==> src/rtl/hazard_pkg.sv <==
// Shared types and legal parameter ranges for the RVX10-P hazard controller.
package hazard_pkg;

    typedef enum logic [1:0] {
        FWD_RF  = 2'b00,
        FWD_WB  = 2'b01,
        FWD_MEM = 2'b10
    } fwd_sel_t;

    typedef enum logic [1:0] {
        IDLE      = 2'd0,
        LOAD_WAIT = 2'd1,
        MC_BUSY   = 2'd2
    } hz_state_t;

    localparam int LSC_MIN = 1;
    localparam int LSC_MAX = 3;
    localparam int MCL_MIN = 2;
    localparam int MCL_MAX = 32;

endpackage

==> src/rtl/hazard_fwd_sel.sv <==
// Single-operand EX forwarding select; MEM result wins over WB result.
module hazard_fwd_sel
    import hazard_pkg::*;
#(
    parameter int REG_AW = 5
) (
    input  logic [REG_AW-1:0] rs,
    input  logic [REG_AW-1:0] rd_m,
    input  logic              reg_write_m,
    input  logic [REG_AW-1:0] rd_w,
    input  logic              reg_write_w,
    output fwd_sel_t          sel
);

    always_comb begin
        sel = FWD_RF;
        if (reg_write_m && (rd_m != '0) && (rd_m == rs))
            sel = FWD_MEM;
        else if (reg_write_w && (rd_w != '0) && (rd_w == rs))
            sel = FWD_WB;
    end

endmodule

==> src/rtl/hazard_ctrl_mc.sv <==
// Hazard controller: load-use and multi-cycle EX interlocks, branch flush,
// forwarding selects and saturating stall/flush counters.
module hazard_ctrl_mc
    import hazard_pkg::*;
#(
    parameter int REG_AW            = 5,
    parameter int LOAD_STALL_CYCLES = 1,
    parameter int MC_LATENCY        = 4,
    parameter int CNT_W             = 32
) (
    input  logic              clk,
    input  logic              reset,
    input  logic [REG_AW-1:0] Rs1D,
    input  logic [REG_AW-1:0] Rs2D,
    input  logic              Rs1UsedD,
    input  logic              Rs2UsedD,
    input  logic [REG_AW-1:0] Rs1E,
    input  logic [REG_AW-1:0] Rs2E,
    input  logic [REG_AW-1:0] RdE,
    input  logic [REG_AW-1:0] RdM,
    input  logic [REG_AW-1:0] RdW,
    input  logic              MemReadE,
    input  logic              RegWriteM,
    input  logic              RegWriteW,
    input  logic              PCSrcE,
    input  logic              MulStartE,
    input  logic              clear_cnt,
    output logic [1:0]        ForwardAE,
    output logic [1:0]        ForwardBE,
    output logic              stallF,
    output logic              stallD,
    output logic              stallE,
    output logic              flushD,
    output logic              flushE,
    output logic              flushM,
    output logic              mc_busy,
    output logic [CNT_W-1:0]  load_stall_cnt,
    output logic [CNT_W-1:0]  mc_stall_cnt,
    output logic [CNT_W-1:0]  flush_cnt
);

    localparam int WCW     = $clog2(MC_LATENCY) + 1;
    localparam int NUM_OPS = 2;

    generate
        if (LOAD_STALL_CYCLES < LSC_MIN || LOAD_STALL_CYCLES > LSC_MAX ||
            MC_LATENCY < MCL_MIN || MC_LATENCY > MCL_MAX) begin : g_bad_param
            $error("hazard_ctrl_mc: LOAD_STALL_CYCLES or MC_LATENCY out of range");
        end
    endgenerate

    hz_state_t      state_q, state_d;
    logic [WCW-1:0] wcnt_q, wcnt_d;
    logic           lu_hit;
    logic           ld_stall, mc_stall, br_flush;

    assign lu_hit = MemReadE && (RdE != '0) &&
                    ((Rs1UsedD && (RdE == Rs1D)) || (Rs2UsedD && (RdE == Rs2D)));

    always_ff @(posedge clk) begin
        if (reset) begin
            state_q <= IDLE;
            wcnt_q  <= '0;
        end else begin
            state_q <= state_d;
            wcnt_q  <= wcnt_d;
        end
    end

    always_comb begin
        state_d = state_q;
        wcnt_d  = wcnt_q;
        case (state_q)
            IDLE: begin
                if (PCSrcE) begin
                    state_d = IDLE;
                end else if (lu_hit) begin
                    // A single-bubble load never leaves IDLE.
                    if (LOAD_STALL_CYCLES > 1) begin
                        state_d = LOAD_WAIT;
                        wcnt_d  = WCW'(LOAD_STALL_CYCLES - 1);
                    end
                end else if (MulStartE) begin
                    state_d = MC_BUSY;
                    wcnt_d  = WCW'(MC_LATENCY - 1);
                end
            end
            LOAD_WAIT, MC_BUSY: begin
                wcnt_d = wcnt_q - 1'b1;
                if (wcnt_q == WCW'(1))
                    state_d = IDLE;
            end
            default: begin
                state_d = IDLE;
                wcnt_d  = '0;
            end
        endcase
    end

    // Stall sources are mutually exclusive by state, so no stage is ever both
    // stalled and flushed.
    always_comb begin
        ld_stall = 1'b0;
        mc_stall = 1'b0;
        br_flush = 1'b0;
        if (!reset) begin
            case (state_q)
                IDLE: begin
                    if (PCSrcE)      br_flush = 1'b1;
                    else if (lu_hit) ld_stall = 1'b1;
                end
                LOAD_WAIT: ld_stall = 1'b1;
                MC_BUSY:   mc_stall = 1'b1;
                default:   ;
            endcase
        end
        stallF  = ld_stall | mc_stall;
        stallD  = ld_stall | mc_stall;
        stallE  = mc_stall;
        flushD  = br_flush;
        flushE  = br_flush | ld_stall;
        flushM  = mc_stall;
        mc_busy = mc_stall;
    end

    logic [NUM_OPS-1:0][REG_AW-1:0] rs_e;
    fwd_sel_t                       fwd_sel [NUM_OPS];

    assign rs_e = {Rs2E, Rs1E};

    generate
        for (genvar i = 0; i < NUM_OPS; i++) begin : g_fwd
            hazard_fwd_sel #(.REG_AW(REG_AW)) u_fwd (
                .rs          (rs_e[i]),
                .rd_m        (RdM),
                .reg_write_m (RegWriteM),
                .rd_w        (RdW),
                .reg_write_w (RegWriteW),
                .sel         (fwd_sel[i])
            );
        end
    endgenerate

    assign ForwardAE = reset ? FWD_RF : fwd_sel[0];
    assign ForwardBE = reset ? FWD_RF : fwd_sel[1];

    always_ff @(posedge clk) begin
        if (reset || clear_cnt) begin
            load_stall_cnt <= '0;
            mc_stall_cnt   <= '0;
            flush_cnt      <= '0;
        end else begin
            if (ld_stall && (load_stall_cnt != '1)) load_stall_cnt <= load_stall_cnt + 1'b1;
            if (mc_stall && (mc_stall_cnt != '1))   mc_stall_cnt   <= mc_stall_cnt + 1'b1;
            if (br_flush && (flush_cnt != '1))      flush_cnt      <= flush_cnt + 1'b1;
        end
    end

endmodule

==> config.mk <==
export PLATFORM = sky130hd
export DESIGN_NAME = hazard_ctrl_mc
export DESIGN_NICKNAME = d
export VERILOG_FILES = /design/src/rtl/hazard_pkg.sv /design/src/rtl/hazard_fwd_sel.sv /design/src/rtl/hazard_ctrl_mc.sv
export SDC_FILE = /design/constraint.sdc
export NUM_CORES = 1
export LEC_CHECK = 0
export ABC_AREA = 0
export BUFFER_PORTS_ARGS = -buffer_cell sky130_fd_sc_hd__buf_2
export CORE_UTILIZATION = 52
export DETAILED_ROUTE_END_ITERATION = 7
export HOLD_SLACK_MARGIN = 0.1
export PLACE_DENSITY = 0.8
export SYNTH_ARGS = -nofsm -noshare
export SYNTH_HDL_FRONTEND = slang
export SYNTH_SLANG_ARGS = --single-unit
==> constraint.sdc <==
create_clock -name clk -period 2.3 [get_ports clk]
set_input_delay 0.115 -clock clk [delete_from_list [all_inputs] [get_ports clk]]
set_output_delay 0.115 -clock clk [all_outputs]
set_load 0.005 [all_outputs]
==> impl_metrics.ini <==
[status]
status = finished, final reports clean

[cells_and_area]
utilization_pct = 66.5
drive_gt1_share_pct = 25.9
fin_cells = 939
nets = 853
seqCellArea_mm2 = 0.00200
fillers = 862
num_antenna_cells = 0
design_area_mm2 = 0.00650
multi_input_area_mm2 = 0.00309
area_growth_pct = 23.5

[synth]
yosysSeqAreaShare_pct = 38.0
yosysTopAreaCell = dfxtp_1
synth-edff-count = 0
synth_seq_cells = 100
async_flop_share_pct = 0
synth_fp_nets = 690
ys_warn_count = 0
synthDominantCellAreaShare_pct = 38.0
syn_area_mm2 = 0.00526
yosys_most_used_dff = dfxtp_1
syn_inst = 640
avgSynthCellArea_um2 = 8.22
synth.area.top_cells = dfxtp_1, xor2_1, nor2_1
synth_cell_type_count = 50

[timing]
setup_violations = 0
clock_skew_ns = 0.00573
rsz0062_at_grt = yes
tightest_slew_ns = 0.477
hold_viol_final = 0
setup_tns_ns = 0
final.min_clock_period_ns = 2.16
slew-limit-headroom_pct = 67.8
finalCritPeriodShare_pct = 93.8
fmax_ghz = 0.464
final-max-slew-violation-count = 0

[critical_path]
worstSetupPathType = reg -> reg
cp.arrival_ns = 2.46
start_kind = flip-flop
r2r_cells = 6
worst-path-max-fanout = 6
worstSetupEndpointType = flip-flop
cp.required_ns = 2.61

[place]
gp_congestion = 0.892
dp_hpwl_um = 10200
place_area_mm2 = 0.00630
dp.cells = 925
io_buffers = 151

[die]
io_pins = 152
die_area_mm2 = 0.0105
core.rowCount = 36
floorplan.initialDensity_pct = 53.8
die_w_um = 103
die_y_um = 103
core_area_mm2 = 0.00977

[routing]
drt_iter0_markers = 188
vias = 5302
dr.pass1.iters = 5
ant_nets = 0
wl_per_cell_um = 14.4
drc = 0
via_per_inst = 5.65
routed_wl_um = 13500

[clock_network]
numCtsBuffers = 9
clk_latency_ns = 0.37
htreeDepth = 3
clockBufferDepth = 2
clk_pin_slew_ns = 0.09
cts_root_buffer = clkbuf_8
cts_tree = yes
cts.sinks = 100

[global_routing]
grt.total_usage_pct = 26.3
grt_pass1_wl_um = 22200
grt_pass1_vias = 4982
grt_overflow = 0
grt_max_degree = 40
grt_antenna_before_repair = 0

[hold_path]
hold_depth = 3
hp-class = in -> reg

[pwr]
p_leak_nw = 2.66
ir_drop_mv = 0.232
power_density_mw_per_mm2 = 466
design_power_total_mw = 3.03

[flow_run]
maxCapViolCount = 0
layout make-up:
| cell class | instances | share of cell area, % |
|---|---|---|
| multi-input cells | 493 | 47.5 |
| repair buffers | 182 | 15.4 |
| inverters | 17 | 0.982 |
| well taps | 133 | 2.56 |
| clock buffers | 13 | 2.60 |
| clock inverters | 1 | 0.116 |
| flip-flops and latches | 100 | 30.8 |
timing repair:
item,4_1_cts,5_1_grt
buffers inserted,0,0
resized for setup,0,6
setup endpoints to repair,0,9
hold buffers,0,0
final timing paths:
check,startpoint,endpoint,slack [ns]
hold / removal,clear_cnt,load_stall_cnt[16],0.14
hold reg to reg,mc_stall_cnt[26],mc_stall_cnt[26],0.51
setup reg to reg,mc_stall_cnt[2],mc_stall_cnt[20],0.14
setup / recovery,mc_stall_cnt[2],mc_stall_cnt[20],0.14
layout by cell type, fill, tap and decap left out, types with 2 or more instances in the layout:
cell,Yosys,final
ha_1,5,5
and2_1,4,4
or3_1,29,29
or4_1,15,15
nor3_1,14,13
a211oi_1,4,4
mux2i_1,8,8
nor3b_1,2,2
nand2b_1,2,2
nand3_1,41,41
nor4_1,10,9
dfxtp_2,0,2
nand4_1,42,42
and3b_1,2,2
nor4_4,1,2
and4_1,4,4
o21ai_0,25,25
xnor2_1,32,32
buf_2,5,151
clkbuf_8,0,12
o31ai_1,4,4
buf_4,3,30
dfxtp_1,100,98
a21oi_1,27,27
o211ai_1,3,3
nor2_1,77,77
inv_1,17,17
nand4_4,2,2
or2_2,2,2
and3_1,17,17
xor2_1,55,55
nand2_1,47,47
cell usage after synthesis (2+ instances only):
library cell / number
nand4_1: 42
dfxtp_1: 100
clkbuf_1: 21
nand3_1: 41
inv_1: 17
or3_1: 29
or4_1: 15
nor3b_1: 2
nor3_1: 14
buf_4: 3
and4_1: 4
a2111oi_0: 2
nand2b_1: 2
nand2_1: 47
xor2_1: 55
o21ai_0: 25
and2_1: 4
ha_1: 5
xnor2_1: 32
a21oi_1: 27
o211ai_1: 3
a211oi_1: 4
nor4_1: 10
nor2_1: 77
or2_2: 2
and3b_1: 2
and3_1: 17
o31ai_1: 4
buf_2: 5
nand4_4: 2
mux2i_1: 8
worst max-delay path: stages (launching register included):
cell     delay, ns
dfxtp_1       0.44
nand4_1       0.22
nor4_4        0.31
a21bo_2       0.30
or3_4         0.36
or3_1         0.32
a21oi_1       0.14
through the flow:
step	hold WS, ns	setup slack, ns
detailed placement	0.498	0.103
CTS	0.131	0.0652
finish	0.145	0.143
floorplan	0.289	0.182
global placement	0.476	0.151
global route	0.144	-0.00361
sequential cells by signal, summed over array words and instances (netlist names):
register and cells:
flush_cnt 32, load_stall_cnt 32, mc_stall_cnt 32, state_q 1, wcnt_q 3
cells by family (layout without fill, tap and decap cells):
kind of cell | after synthesis | in the layout | synth area share [%]
buffers and inverters | 47 | 213 | 3.71
AND/OR/NAND/NOR | 320 | 320 | 33.0
AO/OA/AOI/OAI | 73 | 73 | 8.09
XOR/XNOR | 87 | 87 | 14.5
flip-flops | 100 | 100 | 38.0
multiplexers | 8 | 8 | 1.52
adder cells (fa/ha/maj) | 5 | 5 | 1.19
per-layer routing:
layer	global-route usage [%]	wire, µm	vias to the layer above
li1	-	-	2599
met1	31.5	5840	2508
met2	45.4	6580	164
met3	5.29	782	31
met4	12.1	328	0
met5	0	0	-
where the power goes:
part / internal (mW) / switching (mW) / total, mW
clock network: 0.472 / 0.582 / 1.05
logic: 0.102 / 0.129 / 0.232
registers: 1.74 / 0.00731 / 1.74
(Power assumes the default switching activity.)
